`config.mk`:
```
export PLATFORM = sky130hd
export DESIGN_NAME = seq_multiplier_32bit_flat
export DESIGN_NICKNAME = d
export VERILOG_FILES = /design/src/rtl/seq_multiplier_32bit_if.sv /design/src/rtl/seq_multiplier_32bit.sv /design/src/flat_wrapper.sv
export SDC_FILE = /design/constraint.sdc
export NUM_CORES = 1
export LEC_CHECK = 0
export CAP_MARGIN = 25
export CORE_MARGIN = 2
export CORE_UTILIZATION = 45
export CTS_BUF_LIST = sky130_fd_sc_hd__clkbuf_8
export DETAILED_ROUTE_END_ITERATION = 8
export GPL_ROUTABILITY_DRIVEN = 0
export PLACE_DENSITY_LB_ADDON = 0.05
export SLEW_MARGIN = 20
export SYNTH_ARGS = -nofsm -noshare
export SYNTH_HDL_FRONTEND = slang
export SYNTH_SLANG_ARGS = --single-unit
```
`constraint.sdc`:
```
create_clock -name clk -period 3.6 [get_ports clk]
set_input_delay 0.54 -clock clk [delete_from_list [all_inputs] [get_ports clk]]
set_output_delay 0.54 -clock clk [all_outputs]
set_load 0.005 [all_outputs]
```
`src/rtl/seq_multiplier_32bit_if.sv`:
```
// Request/result bundle for the iterative shift-add multiplier.
// The master drives operands and start; the slave returns product, busy and done.
interface seq_multiplier_32bit_if #(
  parameter int WIDTH = 32
);
  logic                   start;
  logic [WIDTH-1:0]       multiplicand;
  logic [WIDTH-1:0]       multiplier;
  logic [2*WIDTH-1:0]     product;
  logic                   busy;
  logic                   done;

  modport master (
    output start, multiplicand, multiplier,
    input  product, busy, done
  );

  modport slave (
    input  start, multiplicand, multiplier,
    output product, busy, done
  );
endinterface

```
`src/rtl/seq_multiplier_32bit.sv`:
```
// Unsigned shift-add multiplier that retires one multiplier bit per clock.
// The done pulse is the load enable of the downstream 2*WIDTH-bit result register.
module seq_multiplier_32bit #(
  parameter int WIDTH = 32
) (
  input  logic                  clk,
  input  logic                  rst,
  seq_multiplier_32bit_if.slave bus
);

  localparam int CW = $clog2(WIDTH);
  localparam logic [CW-1:0] LAST = CW'(WIDTH - 1);

  localparam logic [1:0] IDLE = 2'd0;
  localparam logic [1:0] RUN  = 2'd1;
  localparam logic [1:0] DONE = 2'd2;

  logic [1:0]           state;
  logic [WIDTH-1:0]     mcand_q;
  logic [2*WIDTH-1:0]   p_q;
  logic [2*WIDTH-1:0]   p_next;
  logic [2*WIDTH-1:0]   product_q;
  logic [CW-1:0]        cnt_q;
  logic                 busy_q;
  logic                 done_q;

  // One iteration: conditionally add the multiplicand into the upper half, then
  // shift right. The add keeps its carry so full-scale operands stay exact.
  function automatic logic [2*WIDTH-1:0] shift_add_step(
    input logic [2*WIDTH-1:0] p,
    input logic [WIDTH-1:0]   mcand
  );
    logic [WIDTH:0] sum;
    sum = {1'b0, p[2*WIDTH-1:WIDTH]} + (p[0] ? {1'b0, mcand} : {(WIDTH+1){1'b0}});
    return {sum, p[WIDTH-1:1]};
  endfunction

  always_comb begin
    p_next = shift_add_step(p_q, mcand_q);
  end

  always_ff @(posedge clk) begin
    if (rst) begin
      state     <= IDLE;
      mcand_q   <= '0;
      p_q       <= '0;
      cnt_q     <= '0;
      product_q <= '0;
      busy_q    <= 1'b0;
      done_q    <= 1'b0;
    end else begin
      done_q <= 1'b0;
      case (state)
        IDLE: begin
          if (bus.start) begin
            mcand_q <= bus.multiplicand;
            p_q     <= {{WIDTH{1'b0}}, bus.multiplier};
            cnt_q   <= '0;
            busy_q  <= 1'b1;
            state   <= RUN;
          end
        end
        RUN: begin
          p_q   <= p_next;
          cnt_q <= cnt_q + 1'b1;
          // Final step publishes the stepped value directly, saving a cycle.
          if (cnt_q == LAST) begin
            product_q <= p_next;
            done_q    <= 1'b1;
            state     <= DONE;
          end
        end
        DONE: begin
          busy_q <= 1'b0;
          state  <= IDLE;
        end
        default: begin
          busy_q <= 1'b0;
          state  <= IDLE;
        end
      endcase
    end
  end

  assign bus.product = product_q;
  assign bus.busy    = busy_q;
  assign bus.done    = done_q;

endmodule

```
`src/flat_wrapper.sv`:
```
// flat-port wrapper written by rule: the top's interface ports become plain ports
module seq_multiplier_32bit_flat 
#(
  parameter int WIDTH = 32
)
  (clk, rst, bus_start, bus_multiplicand, bus_multiplier, bus_product, bus_busy, bus_done);
  seq_multiplier_32bit_if #(.WIDTH(WIDTH)) bus_i ();
  input  logic clk;
  input  logic rst;
  input wire logic [$bits(bus_i.start)-1:0] bus_start;
  input wire logic [$bits(bus_i.multiplicand)-1:0] bus_multiplicand;
  input wire logic [$bits(bus_i.multiplier)-1:0] bus_multiplier;
  output wire logic [$bits(bus_i.product)-1:0] bus_product;
  output wire logic [$bits(bus_i.busy)-1:0] bus_busy;
  output wire logic [$bits(bus_i.done)-1:0] bus_done;
  assign bus_i.start = bus_start;
  assign bus_i.multiplicand = bus_multiplicand;
  assign bus_i.multiplier = bus_multiplier;
  assign bus_product = bus_i.product;
  assign bus_busy = bus_i.busy;
  assign bus_done = bus_i.done;
  seq_multiplier_32bit #(.WIDTH(WIDTH)) u_core (.clk(clk), .rst(rst), .bus(bus_i));
endmodule
```
[Word level (Yosys, flattened, before mapping)]
Index checks and enable logic that the tools add are counted.
Cells by class
  mux-type cells: 11
  bitwise logic cells: 1
  add/sub/neg operators: 2
  equality and inequality tests: 4
  reduce and logical (&&, ||, !) cells: 8
Operators with widths (count)
  $pmux 64 s2: 1
  $mux 64: 1
  $add 32x33->33: 1
  $mux 32: 1
  $pmux 5 s2: 1
  $reduce_and 2->1: 5
  $add 5x1->5 const B: 1
  $eq 5x5->1 const B: 1
  $mux 5: 1
  $mux 2: 2
  $pmux 2 s2: 1
  $eq 2x1->1 const B: 1
  $logic_not 2->1: 1
  $mux 1: 2
  $ne 2x1->1 const B: 1
  $ne 2x2->1 const B: 1
  $pmux 1 s2: 1
  $reduce_bool 2->1: 1
  $reduce_or 2->1: 1
  $not 1->1: 1
Storage, ports and cells
  register bits after elaboration: 169
  word-level logic and storage cells: 33
  input bits: 67
  output and inout bits: 66

[Longest topological paths before layout]
Gate-level depths: netlist (run 1).
  word-level depth: 3
  depth in mapped cells: 12
  gate-level depth less buffers: 11

[Worst setup path after synthesis (run 1)]
No wires, ideal clock.
  kind: register to register
  start: register u_core.p_q[0]
  end: register u_core.p_q[59]
  setup time: 117 ps
  setup slack: 960 ps
  clock period less this slack: 2640 ps
  arrival: 2524 ps
  required time: 3483 ps
  path buffers: 1
  stages on the path, launching flop included: 13
  path through: dfxtp_1 -> clkbuf_1 -> and2_1 -> ha_1 -> fa_1 -> a21o_1 -> nand4_1 -> a21oi_1 -> o21ai_0 -> a211oi_1 -> nor4_1 -> nor2b_1 -> a22o_1
On the way
  word-level cells in the longest chain between the ends: 3
Ends and longest elaborated chain
  start, declared: RTL line seq_multiplier_32bit.sv:20  | logic [2*WIDTH-1:0] p_q;
  start signal, assigned: RTL line seq_multiplier_32bit.sv:57  | p_q <= {{WIDTH{1'b0}}, bus.multiplier};
  start signal, assigned: RTL line seq_multiplier_32bit.sv:64  | p_q <= p_next;
  $mux 32: RTL line seq_multiplier_32bit.sv:34  | sum = {1'b0, p[2*WIDTH-1:WIDTH]} + (p[0] ? {1'b0, mcand} : {(WIDTH+1){1'b0}});
  $add 32x33->33: RTL line seq_multiplier_32bit.sv:34
  $pmux 64 s2: RTL line seq_multiplier_32bit.sv:53  | case (state)
Every way passes these cells.
A chain may end at the register's enable or synchronous reset.

[Final worst setup path (run 1)]
Same ends and word-level chain as after synthesis.

==> impl_metrics.toml, run 1 <==
[sta]
skew_ps = 14.8
worstMarginPinSlew_ps = 856
maxSlewHeadroom_pct = 42.9
layout_setup_ws_ps = 580
slew_violations = 0
period_needed_ps = 3020
max_freq_mhz = 331
finalHoldViolCount = 0
rsz0062_at_grt = "false"
setup_violations = 0
finalSetupTns_ps = 0
hold_slack_ps = 454
period_share_pct = 83.9

[global_routing]
antenna_found_initial = 0
grt_max_degree = 77
grt_pass1_wl_um = 36400
grt_pass1_vias = 7116
grt_use_total_pct = 23.1
grt_overflow = 0

[worst_setup_path]
critPathLaunchType = "flip-flop"
worst_path_max_delay_cell = "dfxtp_1"
r2r_end = "u_core.p_q[59]"
crit_path_max_fanout = 13
rr_worst_depth = 11
critical_path_arrival_ps = 3370
r2r_slack_ps = 580
path_cells = "buf_4 -> and2_1 -> ha_1 -> nand2_1 -> nor2_1 -> nor4bb_1 -> o21ai_0 -> a211oi_1 -> o31ai_1 -> nor2b_1 -> a22o_1"
rr_startpoint = "u_core.p_q[0]"
path_class = "flip-flop to flip-flop"
required_ps = 3950
crit_path_end_kind = "flip-flop"
timing.critical_path.slowest_cell_delay_ps = 420

[finish]
areaGrowthSynthToFinish_pct = 23.0
diodes = 0
fin_nets = 1235
drive_gt1_share_pct = 5.67

[power]
switching_share_pct = 29.0
p_comb_share_pct = 9.0
p_seq_share_pct = 53.6
power_switching_uw = 1060
p_total_uw = 3650
internal_power_uw = 2590
vdd_ir_drop_max_uv = 270
p_clk_share_pct = 37.4
powerDensity_mw_per_mm2 = 366
p_leak_uw = 0.00376

[yosys]
synth.top_cells.by_area = "dfxtp_1 42%, nand2_1 11%, a21oi_1 11%"
yosysUniqueCellTypes = 60
synthArstFlopShare_pct = 0
yosysWarnings = 0
synth_ff_type = "dfxtp_1"
yosys.area.top_type = "dfxtp_1"
yosysTopAreaCellShare_pct = 41.7
synth_nets = 1143
synth_seq_cells = 169
ys_seq_area_share_pct = 41.7
syn_area_mm2 = 0.00812
synth_edf_count = 0
syn_avg_cell_area_um2 = 7.80
syn_inst = 1041

[clocking]
numCtsBuffers = 17
clkSinkCount = 169
cts_tree = "yes"
clk_path_buf_depth = 2
cts_root_buf = "clkbuf_8"
htreeDepth = 4
clkTransAtPathRegs_ps = 100
insertion_delay_ps = 470
holdBufCountCts = 0
ctsResizeCount = 0
postCtsSetupBuffers = 0

[floorplan]
fp.dieW_um = 138
ios = 133
coreArea_mm2 = 0.0178
rows = 49
die_h_um = 138
start_util_pct = 45.5
dieArea_mm2 = 0.0191

[placed_design]
portBuffers = 132
preCtsSetupSlack_ps = 624
hpwl_um = 15100

[outcome]
status = "finished, final reports clean"

[route]
dr.pass1.iters = 5
drtIter0Drc = 604
drt-total-wl_um = 22200
detail-route-antenna-nets = 0
routed_via_density = 5.45
vias = 7497
wl_per_cell_um = 16.2
remaining_drc_errors = 0

[worst_hold_path]
hp-start = "u_core.mcand_q[28]"
hold_path.class = "flip-flop to flip-flop"
whs_path_depth = 2
holdPathEnd = "u_core.mcand_q[28]"

[job]
max-cap-violations = 0
cells in the mapped netlist (all sizes together), types with 2 or more instances:
cell type / instances
a211o: 3
a211oi: 8
a21o: 16
a21oi: 173
a22o: 5
a22oi: 33
a31oi: 10
and2: 41
and3: 6
and4: 2
buf: 16
clkbuf: 60
dfxtp: 169
ha: 34
inv: 7
nand2: 247
nand2b: 3
nand3: 30
nand3b: 4
nand4: 14
nor2: 47
nor2b: 5
nor3: 7
nor4: 4
o211a: 2
o211ai: 2
o21a: 2
o21ai: 29
o21bai: 10
o22ai: 2
o31ai: 4
or4: 6
xnor2: 14
xor2: 10
worst max-delay path: cells and delay by family, from the launching register on:
family / cells / cell delay [ps]
DFF: 1 / 420
adders and majority gates: 1 / 420
AOI/OAI and AO/OA: 4 / 920
buffers and inverters: 1 / 230
and+or+nand+nor: 5 / 900
state kept, by name (all words and copies together) (netlist names):
register / count
u_core.p_q: 64
u_core.bus.busy: 1
u_core.cnt_q: 5
u_core.state: 2
u_core.bus.product: 64
u_core.bus.done: 1
u_core.mcand_q: 32
routing by layer:
| metal | global-route usage (%) | vias up | routed length, um |
|---|---|---|---|
| met3 | 5.40 | 26 | 1180 |
| met4 | 5.16 | 0 | 271 |
| met1 | 31.1 | 3474 | 10500 |
| met5 | 0 | - | 0 |
| met2 | 37.8 | 195 | 10300 |
| li1 | - | 3802 | - |
cell families after synthesis:
kind of cell,share of synthesized area [%]
adders and majority gates,5.49
AOI/OAI and AO/OA,22.9
DFF,41.7
and+or+nand+nor,23.2
muxes,0.123
buffers and inverters,4.01
xor gates and xnor gates,2.59
worst max path at each step:
| stage | startpoint | endpoint | slack [ps] | cells past startpoint |
|---|---|---|---|---|
| after floorplan | u_core.p_q[0] | u_core.p_q[59] | 960 | 12 |
| after global placement | u_core.p_q[0] | u_core.bus.product[58] | 660 | 11 |
| after detailed placement | u_core.p_q[0] | u_core.bus.product[59] | 620 | 11 |
| after CTS | u_core.p_q[0] | u_core.p_q[59] | 610 | 11 |
| after global routing | u_core.p_q[0] | u_core.p_q[59] | 290 | 11 |
| final | u_core.p_q[0] | u_core.p_q[59] | 580 | 11 |
stage by stage:
stage          util (%)  instance area [um2]  std cells
6_report           56.0                 9980       1375
5_1_grt            56.0                 9980       1375
4_1_cts            56.0                 9980       1375
3_5_place_dp       53.6                 9570       1343
3_3_place_gp       53.6                 9570       1343
2_1_floorplan         -                 8120       1041
cell type report:
cell class	instances	area, um2
flip-flops and latches	169	3380
clock inverters	15	178
inverters	8	30.0
clock buffers	17	234
fillers	1756	7860
repair buffers	149	1450
multi-input cells	788	4420
well taps	229	287
cells in the final DEF (no fill, tap or decap), types with 3 or more instances in the layout:
| master | netlist | layout |
|---|---|---|
| a22o_1 | 5 | 5 |
| clkdlybuf4s50_1 | 0 | 131 |
| and2_1 | 41 | 39 |
| nor3_1 | 6 | 6 |
| or4_1 | 6 | 6 |
| clkbuf_8 | 0 | 17 |
| a22oi_1 | 33 | 33 |
| nor2_1 | 47 | 46 |
| nor2b_1 | 5 | 4 |
| and3_1 | 6 | 6 |
| nand3b_1 | 4 | 4 |
| o21ai_0 | 27 | 27 |
| inv_1 | 7 | 7 |
| a31oi_1 | 8 | 8 |
| dfxtp_1 | 169 | 169 |
| ha_1 | 34 | 34 |
| clkinv_8 | 0 | 4 |
| nor4_1 | 4 | 4 |
| nand2_1 | 247 | 246 |
| nand2b_1 | 3 | 3 |
| clkinv_4 | 0 | 3 |
| xnor2_1 | 14 | 14 |
| o31ai_1 | 4 | 4 |
| nand4_1 | 14 | 14 |
| inv_8 | 0 | 4 |
| buf_4 | 0 | 18 |
| o21bai_1 | 10 | 10 |
| a211oi_1 | 6 | 6 |
| nand3_1 | 30 | 30 |
| xor2_1 | 10 | 10 |
| a21o_1 | 16 | 16 |
| a21oi_1 | 171 | 171 |
power by group through the flow:
stage	Clock [uW]	Combinational, uW	Sequential [uW]
global placement	0	327	2000
CTS	1400	331	1960
detailed placement	0	329	2000
global route	1490	364	1960
floorplan	0	188	1990
finish	1370	329	1960
(Power assumes the default switching activity.)
==> inputs of run 2 (changes only) <==
Clock period 3.6 ns to 2.9 ns, I/O delays scaled along.
==> run 2 against run 1 <==
Sequential cell count unchanged; utilization up 1.2 points; highest routed layer unchanged; largest power group unchanged; clock skew down 2.1 ps; die area unchanged; via count up 0.95%; critical endpoint is now u_core.bus.product[60].
==> impl_metrics.toml, run 2 (synthesized netlist as in run 1, its figures left out) <==
[outcome]
status = "finished, final reports clean"

[sta]
hold_slack_ps = 309
period_needed_ps = 2760
skew_ps = 12.7
maxSlewHeadroom_pct = 62.7
finalHoldViolCount = 0
max_freq_mhz = 362
worstMarginPinSlew_ps = 560
slew_violations = 0
rsz0062_at_grt = "true"
setup_violations = 0
period_share_pct = 95.2

[worst_setup_path]
rr_startpoint = "u_core.p_q[0]"
crit_path_end_kind = "flip-flop"
critical_path.startpoint = "u_core.p_q[0]"
critical_path_arrival_ps = 3180
critPathLaunchType = "flip-flop"
path_class = "flip-flop to flip-flop"
crit_path_max_fanout = 10
required_ps = 3320

[finish]
final_common_cell = "nand2_1"
finalNonFillerCells = 1399
multi_input_area_mm2 = 0.00445
fillCellCount = 1750
ff_latch_area_mm2 = 0.00338
drive_gt1_share_pct = 8.21
areaGrowthSynthToFinish_pct = 25.6
fin_nets = 1259
most-common-layout-cells = "246 x nand2_1, 170 x a21oi_1, 168 x dfxtp_1"
diodes = 0
finish.utilization_pct = 57.2
final_area_mm2 = 0.0102

[route]
vias = 7568
drt-total-wl_um = 22100
routed_via_density = 5.41
remaining_drc_errors = 0
dr.pass1.iters = 5
wl_per_cell_um = 15.8
drtIter0Drc = 535
detail-route-antenna-nets = 0

[floorplan]
coreArea_mm2 = 0.0178
die_h_um = 138
fp.dieW_um = 138
rows = 49
start_util_pct = 45.5
dieArea_mm2 = 0.0191
ios = 133

[clocking]
numCtsBuffers = 17
htreeDepth = 4
clkTransAtPathRegs_ps = 100
clkSinkCount = 169
clk_path_buf_depth = 2
cts_tree = "yes"
postCtsSetupBuffers = 0
insertion_delay_ps = 470
cts_root_buf = "clkbuf_8"

[power]
p_leak_uw = 0.00387
powerDensity_mw_per_mm2 = 441
vdd_ir_drop_max_uv = 340

[global_routing]
grt_max_degree = 54
grt-busiest-layer = "met2"
grt_pass1_vias = 7065
grt_overflow = 0
grt_pass1_wl_um = 36000
use_met1_pct = 30.9
antenna_found_initial = 0
met2_usage_pct = 37.0
met3_usage_pct = 5.47
grt_use_total_pct = 22.8

[placed_design]
portBuffers = 132
hpwl_um = 15300
dp_cells = 1367
postPlaceCellArea_mm2 = 0.00978

[worst_hold_path]
hold_path.class = "primary input to flip-flop"
hp-start = "rst"

[job]
max-cap-violations = 0
-- run 2: timing repair --
action | CTS | global route
hold buffers | 0 | 0
pin swaps | 0 | 1
setup endpoints to repair | 3 | 24
resized for setup | 3 | 5
-- run 2: path summary, 6_finish.rpt --
path / end / slack (ps) / cells after the start
hold reg to reg: u_core.mcand_q[14] / 460 / 2
hold / removal: u_core.cnt_q[1] / 310 / 2
setup / recovery: u_core.bus.product[60] / 140 / 10
setup reg to reg: u_core.bus.product[60] / 140 / 10
-- run 2: layer usage --
metal / vias up / wire [um]
met4: 0 / 291
li1: 3859 / -
met3: 25 / 1160
met2: 176 / 10000
met5: - / 0
met1: 3508 / 10600
-- run 2: metrics by stage --
step           TNS (ps)  total power [uW]  setup WS [ps]
2_1_floorplan         0              2700            260
3_3_place_gp          0              2900           45.1
3_5_place_dp      -46.1              2900          -46.1
4_1_cts               0              4560           19.6
5_1_grt           -45.8              4690          -17.7
6_report              0              4500            139
-- run 2: layout make-up --
type,instances,area share (%)
timing repair buffer,173,16.2
clock inverter,15,1.56
multi-input combinational,788,43.7
tap,229,2.81
clock buffer,17,2.29
inverter,8,0.294
sequential,169,33.2
-- run 2: critical path, stage by stage (launching register included) --
cell and delay, ps:
dfxtp_2 380, and2_1 170, ha_1 280, a21o_1 180, a31oi_2 230, a211oi_1 150, o211a_1 300, nor3_4 350
nor3_1 120, or4_1 470, nand3_1 70
-- run 2: power by group --
group / total (uW) / switching, uW / internal, uW
sequential: 2430 / 42.5 / 2380
clock: 1660 / 1010 / 643
combinational: 417 / 235 / 182
==> inputs of run 3 (changes only) <==
Settings changed: HOLD_SLACK_MARGIN from default to 0.08.
Clock period 2.9 ns to 3.3 ns, I/O delays scaled along.
==> run 3 against run 2 <==
Power decreased by 13%; non-clock buffer count decreased by 21; die area unchanged; sequential share of layout area increased by 0.73 points; largest power group unchanged; highest routed layer unchanged.
==> impl_metrics.toml, run 3 (synthesized netlist as in run 1, its figures left out) <==
[finish]
diodes = 0
final_area_mm2 = 0.00998
final_common_cell = "nand2_1"
fin_nets = 1238
drive_gt1_share_pct = 5.92
finish.utilization_pct = 55.9
most-common-layout-cells = "246 x nand2_1, 171 x a21oi_1, 168 x dfxtp_1"
areaGrowthSynthToFinish_pct = 22.9

[clocking]
clkSinkCount = 169
clk_path_buf_depth = 2
htreeDepth = 4
numCtsBuffers = 17
clkTransAtPathRegs_ps = 90
insertion_delay_ps = 470
cts_root_buf = "clkbuf_8"
cts_tree = "yes"
holdBufCountCts = 0
postCtsSetupBuffers = 0

[worst_setup_path]
rr_worst_depth = 11
r2r_slack_ps = 320
path_class = "flip-flop to flip-flop"
rr_startpoint = "u_core.p_q[0]"
critical_path_arrival_ps = 3350
crit_path_max_fanout = 21
crit_path_end_kind = "flip-flop"
r2r_end = "u_core.bus.product[58]"
critPathLaunchType = "flip-flop"
required_ps = 3670

[route]
drt-total-wl_um = 22400
wl_per_cell_um = 16.3
detail-route-antenna-nets = 0
drtIter0Drc = 464
dr.pass1.iters = 5
remaining_drc_errors = 0
vias = 7585
routed_via_density = 5.50

[outcome]
status = "finished, final reports clean"

[floorplan]
coreArea_mm2 = 0.0178
die_h_um = 138
rows = 49
fp.dieW_um = 138
start_util_pct = 45.5
ios = 133
dieArea_mm2 = 0.0191

[global_routing]
grt_max_degree = 74
grt_pass1_wl_um = 36300
grt_overflow = 0
grt_pass1_vias = 7095
grt_use_total_pct = 23.1
antenna_found_initial = 0

[placed_design]
hpwl_um = 15400
portBuffers = 132
postPlaceCellArea_mm2 = 0.00961
preCtsSetupSlack_ps = 75.2

[worst_hold_path]
holdPathEnd = "u_core.p_q[40]"
hp-start = "rst"
whs_path_depth = 2
hold_path.class = "primary input to flip-flop"

[job]
max-cap-violations = 0

[sta]
worstMarginPinSlew_ps = 819
finalHoldViolCount = 0
rsz0062_at_grt = "false"
period_needed_ps = 2980
skew_ps = 17.4
max_freq_mhz = 336
period_share_pct = 90.2
layout_setup_ws_ps = 322
slew_violations = 0
setup_violations = 0
finalSetupTns_ps = 0
maxSlewHeadroom_pct = 45.4

[power]
p_leak_uw = 0.00377
powerDensity_mw_per_mm2 = 393
vdd_ir_drop_max_uv = 383
==> run 3: cell count changes in the layout (fill, tap and decap cells not counted), sizes merged <==
cell / delta
buf: -21
clkinvlp: -2
inv: +2
bufinv: +1
clkinv: -1
==> run 3: how the worst max path moves through the flow <==
stage	startpoint	to	slack (ps)	cells after the start
CTS	u_core.p_q[0]	u_core.bus.product[58]	50	11
global placement	u_core.p_q[0]	u_core.bus.product[58]	190	11
detailed placement	u_core.p_q[0]	u_core.bus.product[58]	80	11
finish	u_core.p_q[0]	u_core.bus.product[58]	320	11
floorplan	u_core.p_q[0]	u_core.p_q[59]	660	12
global route	u_core.p_q[0]	u_core.bus.product[63]	60	11
==> run 3: final cells by class <==
cell class | instances | area (um2)
Tap cell | 229 | 287
Multi-Input combinational cell | 788 | 4420
Timing Repair Buffer | 152 | 1480
Clock buffer | 17 | 234
Inverter | 8 | 30.0
Clock inverter | 15 | 138
Sequential cell | 169 | 3380
Fill cell | 1731 | 7860
==> run 3: through the flow <==
stage,hold slack [ps],power [uW],cells
floorplan,432,2370,1041
CTS,368,3960,1378
finish,391,3920,1378
detailed placement,443,2540,1346
global route,374,4080,1378
global placement,440,2540,1346
==> run 3: routing by layer <==
metal	routed length, um	track usage, %
met2	10400	38.0
met3	1330	5.47
met5	0	0
met4	249	5.69
met1	10500	30.7
==> run 3: worst max-delay path, stage by stage (launching register included) <==
cell,delay (ps)
dfxtp_2,550
buf_4,260
and2_1,150
ha_1,330
and4_1,230
nand2_1,100
nor2_1,50
a21o_1,210
o311ai_1,420
nand2_1,180
xnor2_1,180
a211oi_1,220
==> run 3: what timing repair did <==
action / in CTS / in global routing
gates resized for setup: 0 / 1
endpoints found under the hold margin: 0 / 0
setup endpoints to repair: 0 / 7
==> run 3: power by group <==
| part | switching (uW) | total, uW | leakage (uW) | internal [uW] |
|---|---|---|---|---|
| Sequential | 40.9 | 2140 | 0.00137 | 2100 |
| Combinational | 206 | 358 | 0.00220 | 152 |
| Clock | 814 | 1420 | 0.000195 | 611 |
| Total | 1060 | 3920 | 0.00377 | 2860 |
